$ cat src/rtl/wb_arbiter_if.sv
// Writeback arbiter bus: FU completion handshakes in, regfile/RST strobes out.
// The arbiter takes the slave modport, the completing units the master modport.
interface wb_arbiter_if;
    logic        alu_valid;
    logic        ldst_valid;
    logic        br_valid;
    logic [4:0]  alu_rd;
    logic [4:0]  ldst_rd;
    logic [4:0]  br_rd;
    logic [31:0] alu_wdat;
    logic [31:0] ldst_wdat;
    logic [31:0] br_wdat;
    logic        alu_ready;
    logic        ldst_ready;
    logic        br_ready;
    logic        mls_valid;
    logic        gemm_valid;
    logic [3:0]  mls_md;
    logic [3:0]  gemm_md;
    logic        mls_ready;
    logic        gemm_ready;
    logic        s_rw_en;
    logic [4:0]  s_rw;
    logic [31:0] s_wdat;
    logic [1:0]  s_fu;
    logic        m_rw_en;
    logic [3:0]  m_rw;
    logic [1:0]  m_fu;

    modport slave (
        input  alu_valid, ldst_valid, br_valid,
        input  alu_rd, ldst_rd, br_rd,
        input  alu_wdat, ldst_wdat, br_wdat,
        output alu_ready, ldst_ready, br_ready,
        input  mls_valid, gemm_valid, mls_md, gemm_md,
        output mls_ready, gemm_ready,
        output s_rw_en, s_rw, s_wdat, s_fu,
        output m_rw_en, m_rw, m_fu
    );

    modport master (
        output alu_valid, ldst_valid, br_valid,
        output alu_rd, ldst_rd, br_rd,
        output alu_wdat, ldst_wdat, br_wdat,
        input  alu_ready, ldst_ready, br_ready,
        output mls_valid, gemm_valid, mls_md, gemm_md,
        input  mls_ready, gemm_ready,
        input  s_rw_en, s_rw, s_wdat, s_fu,
        input  m_rw_en, m_rw, m_fu
    );
endinterface

$ cat src/rtl/wb_arbiter.sv
// Writeback arbiter: one holding buffer per FU, round-robin grant per class.
// Scalar sources ALU/LD_ST/BRANCH = 0/1/2, matrix sources M_LD_ST/GEMM = 0/1.
module wb_arbiter (
    input logic        CLK,
    input logic        nRST,
    wb_arbiter_if.slave bus
);
    logic [2:0]  s_in_v;
    logic [4:0]  s_in_rd  [3];
    logic [31:0] s_in_dat [3];
    logic [2:0]  s_rdy;

    logic [2:0]  s_buf_v;
    logic [4:0]  s_buf_rd  [3];
    logic [31:0] s_buf_dat [3];
    logic [1:0]  s_ptr;
    logic [1:0]  s_idx;
    logic        s_any;
    logic [2:0]  s_gnt;

    logic [1:0]  m_in_v;
    logic [3:0]  m_in_md [2];
    logic [1:0]  m_rdy;

    logic [1:0]  m_buf_v;
    logic [3:0]  m_buf_md [2];
    logic        m_ptr;
    logic        m_idx;
    logic        m_any;
    logic [1:0]  m_gnt;

    assign s_in_v      = {bus.br_valid, bus.ldst_valid, bus.alu_valid};
    assign s_in_rd[0]  = bus.alu_rd;
    assign s_in_rd[1]  = bus.ldst_rd;
    assign s_in_rd[2]  = bus.br_rd;
    assign s_in_dat[0] = bus.alu_wdat;
    assign s_in_dat[1] = bus.ldst_wdat;
    assign s_in_dat[2] = bus.br_wdat;
    assign m_in_v      = {bus.gemm_valid, bus.mls_valid};
    assign m_in_md[0]  = bus.mls_md;
    assign m_in_md[1]  = bus.gemm_md;

    function automatic logic [1:0] wrap3(input logic [1:0] b, input int k);
        logic [2:0] t;
        t = {1'b0, b} + 3'(k);
        if (t >= 3'd3) t = t - 3'd3;
        return t[1:0];
    endfunction

    // Scalar round-robin: first valid buffer starting at s_ptr.
    always_comb begin
        s_idx = s_ptr;
        s_any = 1'b0;
        for (int k = 2; k >= 0; k--) begin
            if (s_buf_v[wrap3(s_ptr, k)]) begin
                s_idx = wrap3(s_ptr, k);
                s_any = 1'b1;
            end
        end
        s_gnt = s_any ? (3'b001 << s_idx) : 3'b000;
    end

    // Matrix round-robin over two buffers.
    always_comb begin
        m_any = |m_buf_v;
        m_idx = m_buf_v[m_ptr] ? m_ptr : ~m_ptr;
        m_gnt = m_any ? (2'b01 << m_idx) : 2'b00;
    end

    // Ready from registered state only; a granted buffer can refill.
    assign s_rdy = ~s_buf_v | s_gnt;
    assign m_rdy = ~m_buf_v | m_gnt;

    assign bus.alu_ready  = s_rdy[0];
    assign bus.ldst_ready = s_rdy[1];
    assign bus.br_ready   = s_rdy[2];
    assign bus.mls_ready  = m_rdy[0];
    assign bus.gemm_ready = m_rdy[1];

    // rd == 0 drains the buffer but suppresses the strobe.
    assign bus.s_rw_en = s_any && (s_buf_rd[s_idx] != 5'd0);
    assign bus.s_rw    = s_any ? s_buf_rd[s_idx]  : 5'd0;
    assign bus.s_wdat  = s_any ? s_buf_dat[s_idx] : 32'd0;
    assign bus.s_fu    = s_any ? s_idx : 2'd0;
    assign bus.m_rw_en = m_any;
    assign bus.m_rw    = m_any ? m_buf_md[m_idx] : 4'd0;
    assign bus.m_fu    = m_any ? {1'b0, m_idx} : 2'd0;

    // Scalar buffers: capture on handshake, else clear when granted.
    always_ff @(posedge CLK or negedge nRST) begin
        if (!nRST) begin
            s_buf_v <= '0;
            s_ptr   <= 2'd0;
            for (int i = 0; i < 3; i++) begin
                s_buf_rd[i]  <= '0;
                s_buf_dat[i] <= '0;
            end
        end else begin
            for (int i = 0; i < 3; i++) begin
                if (s_in_v[i] && s_rdy[i]) begin
                    s_buf_v[i]   <= 1'b1;
                    s_buf_rd[i]  <= s_in_rd[i];
                    s_buf_dat[i] <= s_in_dat[i];
                end else if (s_gnt[i]) begin
                    s_buf_v[i] <= 1'b0;
                end
            end
            if (s_any) s_ptr <= wrap3(s_idx, 1);
        end
    end

    // Matrix buffers: same capture/drain rule, own pointer.
    always_ff @(posedge CLK or negedge nRST) begin
        if (!nRST) begin
            m_buf_v <= '0;
            m_ptr   <= 1'b0;
            for (int i = 0; i < 2; i++) begin
                m_buf_md[i] <= '0;
            end
        end else begin
            for (int i = 0; i < 2; i++) begin
                if (m_in_v[i] && m_rdy[i]) begin
                    m_buf_v[i]  <= 1'b1;
                    m_buf_md[i] <= m_in_md[i];
                end else if (m_gnt[i]) begin
                    m_buf_v[i] <= 1'b0;
                end
            end
            if (m_any) m_ptr <= ~m_idx;
        end
    end
endmodule

$ cat src/flat_wrapper.sv
// flat-port wrapper written by rule: the top's interface ports become plain ports
module wb_arbiter_flat 
  (CLK, nRST, bus_alu_valid, bus_ldst_valid, bus_br_valid, bus_alu_rd, bus_ldst_rd, bus_br_rd, bus_alu_wdat, bus_ldst_wdat, bus_br_wdat, bus_alu_ready, bus_ldst_ready, bus_br_ready, bus_mls_valid, bus_gemm_valid, bus_mls_md, bus_gemm_md, bus_mls_ready, bus_gemm_ready, bus_s_rw_en, bus_s_rw, bus_s_wdat, bus_s_fu, bus_m_rw_en, bus_m_rw, bus_m_fu);
  wb_arbiter_if bus_i ();
  input logic CLK;
  input logic nRST;
  input wire logic [$bits(bus_i.alu_valid)-1:0] bus_alu_valid;
  input wire logic [$bits(bus_i.ldst_valid)-1:0] bus_ldst_valid;
  input wire logic [$bits(bus_i.br_valid)-1:0] bus_br_valid;
  input wire logic [$bits(bus_i.alu_rd)-1:0] bus_alu_rd;
  input wire logic [$bits(bus_i.ldst_rd)-1:0] bus_ldst_rd;
  input wire logic [$bits(bus_i.br_rd)-1:0] bus_br_rd;
  input wire logic [$bits(bus_i.alu_wdat)-1:0] bus_alu_wdat;
  input wire logic [$bits(bus_i.ldst_wdat)-1:0] bus_ldst_wdat;
  input wire logic [$bits(bus_i.br_wdat)-1:0] bus_br_wdat;
  output wire logic [$bits(bus_i.alu_ready)-1:0] bus_alu_ready;
  output wire logic [$bits(bus_i.ldst_ready)-1:0] bus_ldst_ready;
  output wire logic [$bits(bus_i.br_ready)-1:0] bus_br_ready;
  input wire logic [$bits(bus_i.mls_valid)-1:0] bus_mls_valid;
  input wire logic [$bits(bus_i.gemm_valid)-1:0] bus_gemm_valid;
  input wire logic [$bits(bus_i.mls_md)-1:0] bus_mls_md;
  input wire logic [$bits(bus_i.gemm_md)-1:0] bus_gemm_md;
  output wire logic [$bits(bus_i.mls_ready)-1:0] bus_mls_ready;
  output wire logic [$bits(bus_i.gemm_ready)-1:0] bus_gemm_ready;
  output wire logic [$bits(bus_i.s_rw_en)-1:0] bus_s_rw_en;
  output wire logic [$bits(bus_i.s_rw)-1:0] bus_s_rw;
  output wire logic [$bits(bus_i.s_wdat)-1:0] bus_s_wdat;
  output wire logic [$bits(bus_i.s_fu)-1:0] bus_s_fu;
  output wire logic [$bits(bus_i.m_rw_en)-1:0] bus_m_rw_en;
  output wire logic [$bits(bus_i.m_rw)-1:0] bus_m_rw;
  output wire logic [$bits(bus_i.m_fu)-1:0] bus_m_fu;
  assign bus_i.alu_valid = bus_alu_valid;
  assign bus_i.ldst_valid = bus_ldst_valid;
  assign bus_i.br_valid = bus_br_valid;
  assign bus_i.alu_rd = bus_alu_rd;
  assign bus_i.ldst_rd = bus_ldst_rd;
  assign bus_i.br_rd = bus_br_rd;
  assign bus_i.alu_wdat = bus_alu_wdat;
  assign bus_i.ldst_wdat = bus_ldst_wdat;
  assign bus_i.br_wdat = bus_br_wdat;
  assign bus_alu_ready = bus_i.alu_ready;
  assign bus_ldst_ready = bus_i.ldst_ready;
  assign bus_br_ready = bus_i.br_ready;
  assign bus_i.mls_valid = bus_mls_valid;
  assign bus_i.gemm_valid = bus_gemm_valid;
  assign bus_i.mls_md = bus_mls_md;
  assign bus_i.gemm_md = bus_gemm_md;
  assign bus_mls_ready = bus_i.mls_ready;
  assign bus_gemm_ready = bus_i.gemm_ready;
  assign bus_s_rw_en = bus_i.s_rw_en;
  assign bus_s_rw = bus_i.s_rw;
  assign bus_s_wdat = bus_i.s_wdat;
  assign bus_s_fu = bus_i.s_fu;
  assign bus_m_rw_en = bus_i.m_rw_en;
  assign bus_m_rw = bus_i.m_rw;
  assign bus_m_fu = bus_i.m_fu;
  wb_arbiter u_core (.CLK(CLK), .nRST(nRST), .bus(bus_i));
endmodule
$ cat config.mk
export PLATFORM = sky130hd
export DESIGN_NAME = wb_arbiter_flat
export DESIGN_NICKNAME = d
export VERILOG_FILES = /design/src/rtl/wb_arbiter_if.sv /design/src/rtl/wb_arbiter.sv /design/src/flat_wrapper.sv
export SDC_FILE = /design/constraint.sdc
export NUM_CORES = 1
export LEC_CHECK = 0
export CORE_ASPECT_RATIO = 1.75
export CORE_MARGIN = 3
export CORE_UTILIZATION = 40
export CTS_CLUSTER_DIAMETER = 120
export DETAILED_ROUTE_END_ITERATION = 10
export DONT_BUFFER_PORTS = 1
export PLACE_DENSITY_LB_ADDON = 0.25
export SLEW_MARGIN = 20
export SYNTH_ARGS = -nofsm -noshare
export SYNTH_HDL_FRONTEND = slang
export SYNTH_SLANG_ARGS = --single-unit
$ cat constraint.sdc
create_clock -name CLK -period 3.5 [get_ports CLK]
set_input_delay 0.7 -clock CLK [delete_from_list [all_inputs] [get_ports CLK]]
set_output_delay 0.7 -clock CLK [all_outputs]
set_load 0.02 [all_outputs]
# After elaboration in Yosys (flattened, before gate mapping)
# Index checks and enable logic that the tools add are counted.
dict set report totals {
  regBits 127
  inputBits 126
  out_inout_bits 52
  wordCells 100
}
dict set report classes {
  addsub 7
  n_lt_le_gt_ge 10
  shifts 2
  n_mux 45
  bitwise 8
  reduce_logical 13
}
# cell count
set op_table {}
lappend op_table {{$mux W32} 3}
lappend op_table {{$bmux W32 S2} 1}
lappend op_table {{$mux W1} 20}
lappend op_table {{$mux W2} 9}
lappend op_table {{$mux W4} 4}
lappend op_table {{$mux W5} 3}
lappend op_table {{$bmux W5 S2} 1}
lappend op_table {{$reduce_bool A2 Y1} 5}
lappend op_table {{$ge A3 B2 Y1 const B} 3}
lappend op_table {{$lt A2 B3 Y1 const B} 3}
lappend op_table {{$sub A2 B2 Y2 const B} 4}
lappend op_table {{$add A2 B1 Y3 const B} 2}
lappend op_table {{$bmux W1 S2} 3}
lappend op_table {{$logic_and A1 B1 Y1} 6}
lappend op_table {{$reduce_bool A5 Y1} 1}
lappend op_table {{$ge A2 B2 Y1 const B} 2}
lappend op_table {{$add A2 B2 Y3 const B} 1}
lappend op_table {{$ge A3 B3 Y1 const B} 1}
lappend op_table {{$mux W3} 1}
lappend op_table {{$not A2 Y3} 1}
lappend op_table {{$not A3 Y3} 1}
lappend op_table {{$or A3 B3 Y3} 1}
lappend op_table {{$shl A1 B2 Y3 const A} 1}
lappend op_table {{$lt A1 B2 Y1 const B} 1}
lappend op_table {{6 further kinds} 7}

# Logic depth before layout (Yosys ltp)
dict set report depth {
  ltp_word 14
  ltp_mapped 16
  depth_no_buf 12
}

# Worst setup path before layout
# No wires, ideal clock.
dict set report synth_timing {
  path_type {register to register}
  startpoint {register u_core.s_ptr[0]}
  endpoint {register u_core.s_buf_dat[0] (netlist name)}
  setup_ps 125
  arrival_ps 3538
  t_required_ps 3375
  slack_ps -163
  path_stages_with_launch 17
  n_path_buf 5
  period_less_slack_ps 3663
  path_cell_list {dfrtp_1 inv_1 ha_1 buf_6 nand3b_1 o21ai_2 o221a_2 o21a_1 buf_2 buf_1 ha_1 inv_1 o21ai_1 and2_1 buf_2 buf_2 mux2_2}
}
dict set report synth_between {
  elab_chain_cells 12
  word_cells_on_any_way 27
  cone_classes {add/sub (5); order compare (3); shift (1); mux (16); bitwise (1); reduce/logical (1)}
}
# item line_no
set synth_rtl {}
lappend synth_rtl {{from (decl)} wb_arbiter.sv:16} ;# logic [1:0] s_ptr;
lappend synth_rtl {{from (signal assigned)} wb_arbiter.sv:108} ;# if (s_any) s_ptr <= wrap3(s_idx, 1);
lappend synth_rtl {{$add A2 B2 Y3} wb_arbiter.sv:45} ;# t = {1'b0, b} + 3'(k);
lappend synth_rtl {{$ge A3 B2 Y1 / $sub A2 B2 Y2 (equally long branches)} wb_arbiter.sv:46} ;# if (t >= 3'd3) t = t - 3'd3;
lappend synth_rtl {{$mux W2} wb_arbiter.sv:46}
lappend synth_rtl {{$bmux W1 S2} wb_arbiter.sv:55} ;# if (s_buf_v[wrap3(s_ptr, k)]) begin
lappend synth_rtl {{$mux W1 (not written as such)} wb_arbiter.sv:55}
lappend synth_rtl {{$mux W2 (3 in series)} wb_arbiter.sv:55}
lappend synth_rtl {{$shl A1 B2 Y3} wb_arbiter.sv:60} ;# s_gnt = s_any ? (3'b001 << s_idx) : 3'b000;
lappend synth_rtl {{$mux W3 (*)} wb_arbiter.sv:60}
lappend synth_rtl {{$or A3 B3 Y3 (*)} wb_arbiter.sv:71} ;# assign s_rdy = ~s_buf_v | s_gnt;
lappend synth_rtl {{named net bus_br_ready} flat_wrapper.sv:18} ;# output wire logic [$bits(bus_i.br_ready)-1:0] bus_br_ready;
lappend synth_rtl {{$logic_and A1 B1 Y1 (*)} wb_arbiter.sv:100} ;# if (s_in_v[i] && s_rdy[i]) begin
lappend synth_rtl {{to (signal, indexed assignment)} wb_arbiter.sv:103} ;# s_buf_dat[i] <= s_in_dat[i];
lappend synth_rtl {{to (decl)} wb_arbiter.sv:15} ;# logic [31:0] s_buf_dat [3];
# Mark *: on every way through the listed nets, which the timed path passes. The rest lies on a longest branch. The select of a mux whose other input is x is not followed.
# A chain may end at the register's enable or synchronous reset.

# Worst setup path after layout
dict set report layout_timing {
  startpoint {register u_core.s_ptr[0]}
  endpoint {output port bus_s_rw_en}
}
dict set report layout_between {
  elab_chain_cells 14
  word_cells_on_any_way 29
  cone_classes {add/sub (5); order compare (3); mux (18); bitwise (1); reduce/logical (2)}
}
# item line_no
set layout_rtl {}
lappend layout_rtl {{$add A2 B2 Y3} wb_arbiter.sv:45}
lappend layout_rtl {{$ge A3 B2 Y1 / $sub A2 B2 Y2 (equally long branches)} wb_arbiter.sv:46}
lappend layout_rtl {{$mux W2} wb_arbiter.sv:46}
lappend layout_rtl {{$bmux W1 S2} wb_arbiter.sv:55}
lappend layout_rtl {{$mux W1 (not written as such)} wb_arbiter.sv:55}
lappend layout_rtl {{$mux W2 (3 in series)} wb_arbiter.sv:55}
lappend layout_rtl {{$not A2 Y3 (not written as such)} wb_arbiter.sv:81} ;# assign bus.s_rw_en = s_any && (s_buf_rd[s_idx] != 5'd0);
lappend layout_rtl {{$bmux W5 S2} wb_arbiter.sv:81}
lappend layout_rtl {{$mux W5 (not written as such) (2 in series)} wb_arbiter.sv:81}
lappend layout_rtl {{$reduce_bool A5 Y1} wb_arbiter.sv:81}
lappend layout_rtl {{$logic_and A1 B1 Y1 (*)} wb_arbiter.sv:81}
lappend layout_rtl {{to (decl)} flat_wrapper.sv:25} ;# output wire logic [$bits(bus_i.s_rw_en)-1:0] bus_s_rw_en;
# Every way passes the cells marked *; elsewhere a longest branch is shown, timed or not. The select of a mux whose other input is x is not followed.

==> summary.md <==
| Metric | Value |
|---|---|
| Run status | finished, violations left |
| Max Root-Sink Buffers | 2 |
| Starting Density | 41.0% |
| Critical Path Sink Type | output port |
| Synthesis Warnings | 0 |
| Startpoint types | register |
| Worst Path Required | between 2000 and 3000 ps |
| CP max FO | 7 |
| Worst slew pin tran | about 500 ps |
| Fin crit share | 101% |
| Clock Tree Root | clkbuf_16 |
| Maximum clock rate | 0.284 GHz |
| Synth unique cells | 45 |
| Die ar. | 16900 sq um |
| Data arrival time of the critical path | 2820 ps |
| Post-Synthesis Cells | 504 |
| Syn avg cell area | 12.1 sq um |
| Gr ovfl total | 0 |
| Vias in the first global route | 4654 |
| Min-delay worst type | input port to asynchronous set/reset pin |
| Number of endpoints with negative hold slack in the final report | 39 |
| 1st-iter DRT viols | 156 |
| XOR/XNOR Fraction of Synth Area | 0% |
| Fin Hold WS | -16.6 ps |
| # IOs | roughly 180 |
| Seq cells post-synth | between 100 and 150 |
| Vias per inst | 5.62 |
| Post-synthesis sequential area ratio | 51.9% |
| Final clock skew | roughly 9.8 ps |
| Compound-Gate Fraction of Synth Area | 8.30% |
| Reg2reg setup slack | 310 ps |
| Share of cells above drive strength 1 | ~45% |
| Via count | 4286 |
| Port buffer count | 0 |
| Die height | between 150 and 200 um |
| Area of the multi-input gates | 2910 sq um |
| Post-DP HPWL | between 10000 and 15000 um |
| Setup violators final | 5 |
| Post-Synth Adder-Cell Area | 1.02% |
| Nets | about 700 |
| Sequential cell area | 3180 sq um |
| Largest net degree at the start of global routing | 128 |
| # clock sinks | between 100 and 150 |
| PnR worst setup slack | -24.9 ps |
| Most frequent cells in the layout | dfrtp_1 (126), mux2_2 (88), nand2_1 (75) |
| Pre-antenna DRT Iters | 4 |
| Worst rel slew slack | 66.6% |
| GPL Wtd Cong | slightly below 0.9 |
| Fill cells | roughly 1300 |
| # DRC | 0 |
| Clock slew at reported path FFs | 60 ps |
| All-Layer GR Usage | 19.5% |
| Ranking of synthesized cells by area | dfrtp_1 (52%), mux2_2 (16%), mux2_4 (7.4%) |
| Main synth FF type | dfrtp_1 |
| Commonest non-fill, non-tap cell in the layout | dfrtp_1 |
| RSZ-0062 raised after global routing | true |
| Global-route wire length before repair | ~25000 um |
| CTS buffer count | 17 |
| Simple-Gate Fraction of Synth Area | 9.98% |
| Asr flop ratio synth | 100% |
| Max_cap viols | 0 |
| CORE AREA | approximately 15000 sq um |
| Die width | 99.5 um |
| Clk_lat worst skew | 410 ps |
| Post-synth EDFFs | 0 |
| Yosys top cell by area | dfrtp_1 |
| Htree depth | 4 |
| GR Util met2 | between 30% and 40% |
| Top-area cell type share of the netlist area | 51.9% |
| DP Worst Slack | ~72 ps |
| Area grow syn2layout | 25.8% |
| Final antenna-violating net count | 0 |
| Mapped cell area | 6120 sq um |
| Busiest layer in global routing | met2 |
| Final min period | 3520 ps |
| Post-Syn Nets | 635 |
| Mux share of post-synthesis cell area | 25.0% |
| Routed Wire Length | 16600 um |
| Largest family of logic cells by synthesized area | multiplexers |
| Initial antenna violation count | 7 |
| WS Path Type | register to output port |
| Failing checks | hold timing, setup timing |
| Grt met3 use | 5.22% |
| GR met1 Demand/Resource | 20.8% |
| Drt wl/cell | roughly 22 um |
| Slew Viols, Final | 0 |
| Rows | slightly below 60 |
| CTS tree | done |
| Worst Reg-to-Reg Cells | 14 |
-- cell type report --
class / count / share of cell area, %
sequential: 127 / 41.3
multi-input combinational: 335 / 37.8
timing repair buffer: 72 / 8.71
clock buffer: 17 / 5.52
clock inverter: 13 / 3.10
tap: 183 / 2.97
inverter: 8 / 0.390
antenna: 7 / 0.227
-- worst paths after layout --
check	start	endpoint
setup / recovery	u_core.s_ptr[0]$_DFFE_PN0P_	bus_s_rw_en
hold reg to reg	u_core.s_buf_dat[8]$_DFFE_PN0P_	u_core.s_buf_dat[8]$_DFFE_PN0P_
max in group asynchronous	nRST	u_core.s_ptr[1]$_DFFE_PN0P_
hold / removal	nRST	u_core.m_buf_v[1]$_DFFE_PN0P_
setup reg to reg	u_core.s_ptr[0]$_DFFE_PN0P_	u_core.s_buf_dat[32]$_DFFE_PN0P_
min in group CLK	bus_alu_valid	u_core.s_buf_v[0]$_DFFE_PN0P_
-- Yosys cell counts, drive strengths merged (2+ instances only) --
library cell,count
o21ai,7
ha,5
and2,3
nor2b,4
nand2,76
a21o,2
o21a,2
a22o,4
buf,24
mux2,125
nand3,4
a22oi,6
clkbuf,10
inv,8
nand2b,6
dfrtp,127
a21oi,3
nor2,40
or4,2
a311oi,32
-- state kept, by name (all words and copies together) (netlist names) --
signal            cells
u_core.s_ptr          2
u_core.s_buf_dat     96
u_core.m_buf_v        2
u_core.m_buf_md       8
u_core.s_buf_rd      15
u_core.m_ptr          1
u_core.s_buf_v        3
-- metal layers --
layer,wire [um],share of wire [%]
met2,8910,54
met4,642,3.9
met3,972,5.9
met1,6020,36
met5,0,0
-- worst max-delay path, stage by stage (launching register included) --
cell and delay (ps):
dfrtp_1 390, inv_2 90, ha_4 230, buf_6 130, o21a_1 190, o32a_1 380, nand3_4 120, buf_12 130
mux2_4 300, a22oi_2 140, a31oi_1 120, buf_4 180
-- through the flow --
stage                     cell area [sq um]  TNS (ps)  util, %  hold slack (ps)  instances
after global placement                 6640         0     44.5              409        709
final                                  7700     -67.9     51.6            -16.6        762
after floorplan                        6130         0        -              404        504
after global routing                   7700     -2620     51.6            -46.7        762
after detailed placement               6640         0     44.5              408        709
after CTS                              7610         0     51.0            -34.2        752
-- timing repair --
action / 4_1_cts / 5_1_grt
hold endpoints to repair: 127 / 127
gates resized for setup: 30 / 14
buffers inserted: 11 / 5
pin swaps: 6 / 8
setup endpoints to repair: 41 / 40
cloned: 2 / 0
-- cells by family after synthesis --
| logic type | Yosys count |
|---|---|
| AOI/OAI and AO/OA | 63 |
| other | 1 |
| DFF | 127 |
| adders and majority gates | 5 |
| muxes | 126 |
| and+or+nand+nor | 140 |
| buffers and inverters | 42 |
Power is left out: the tool's default activity adds up to more than one toggle a clock period on the data nets, which glitch-free logic cannot reach.
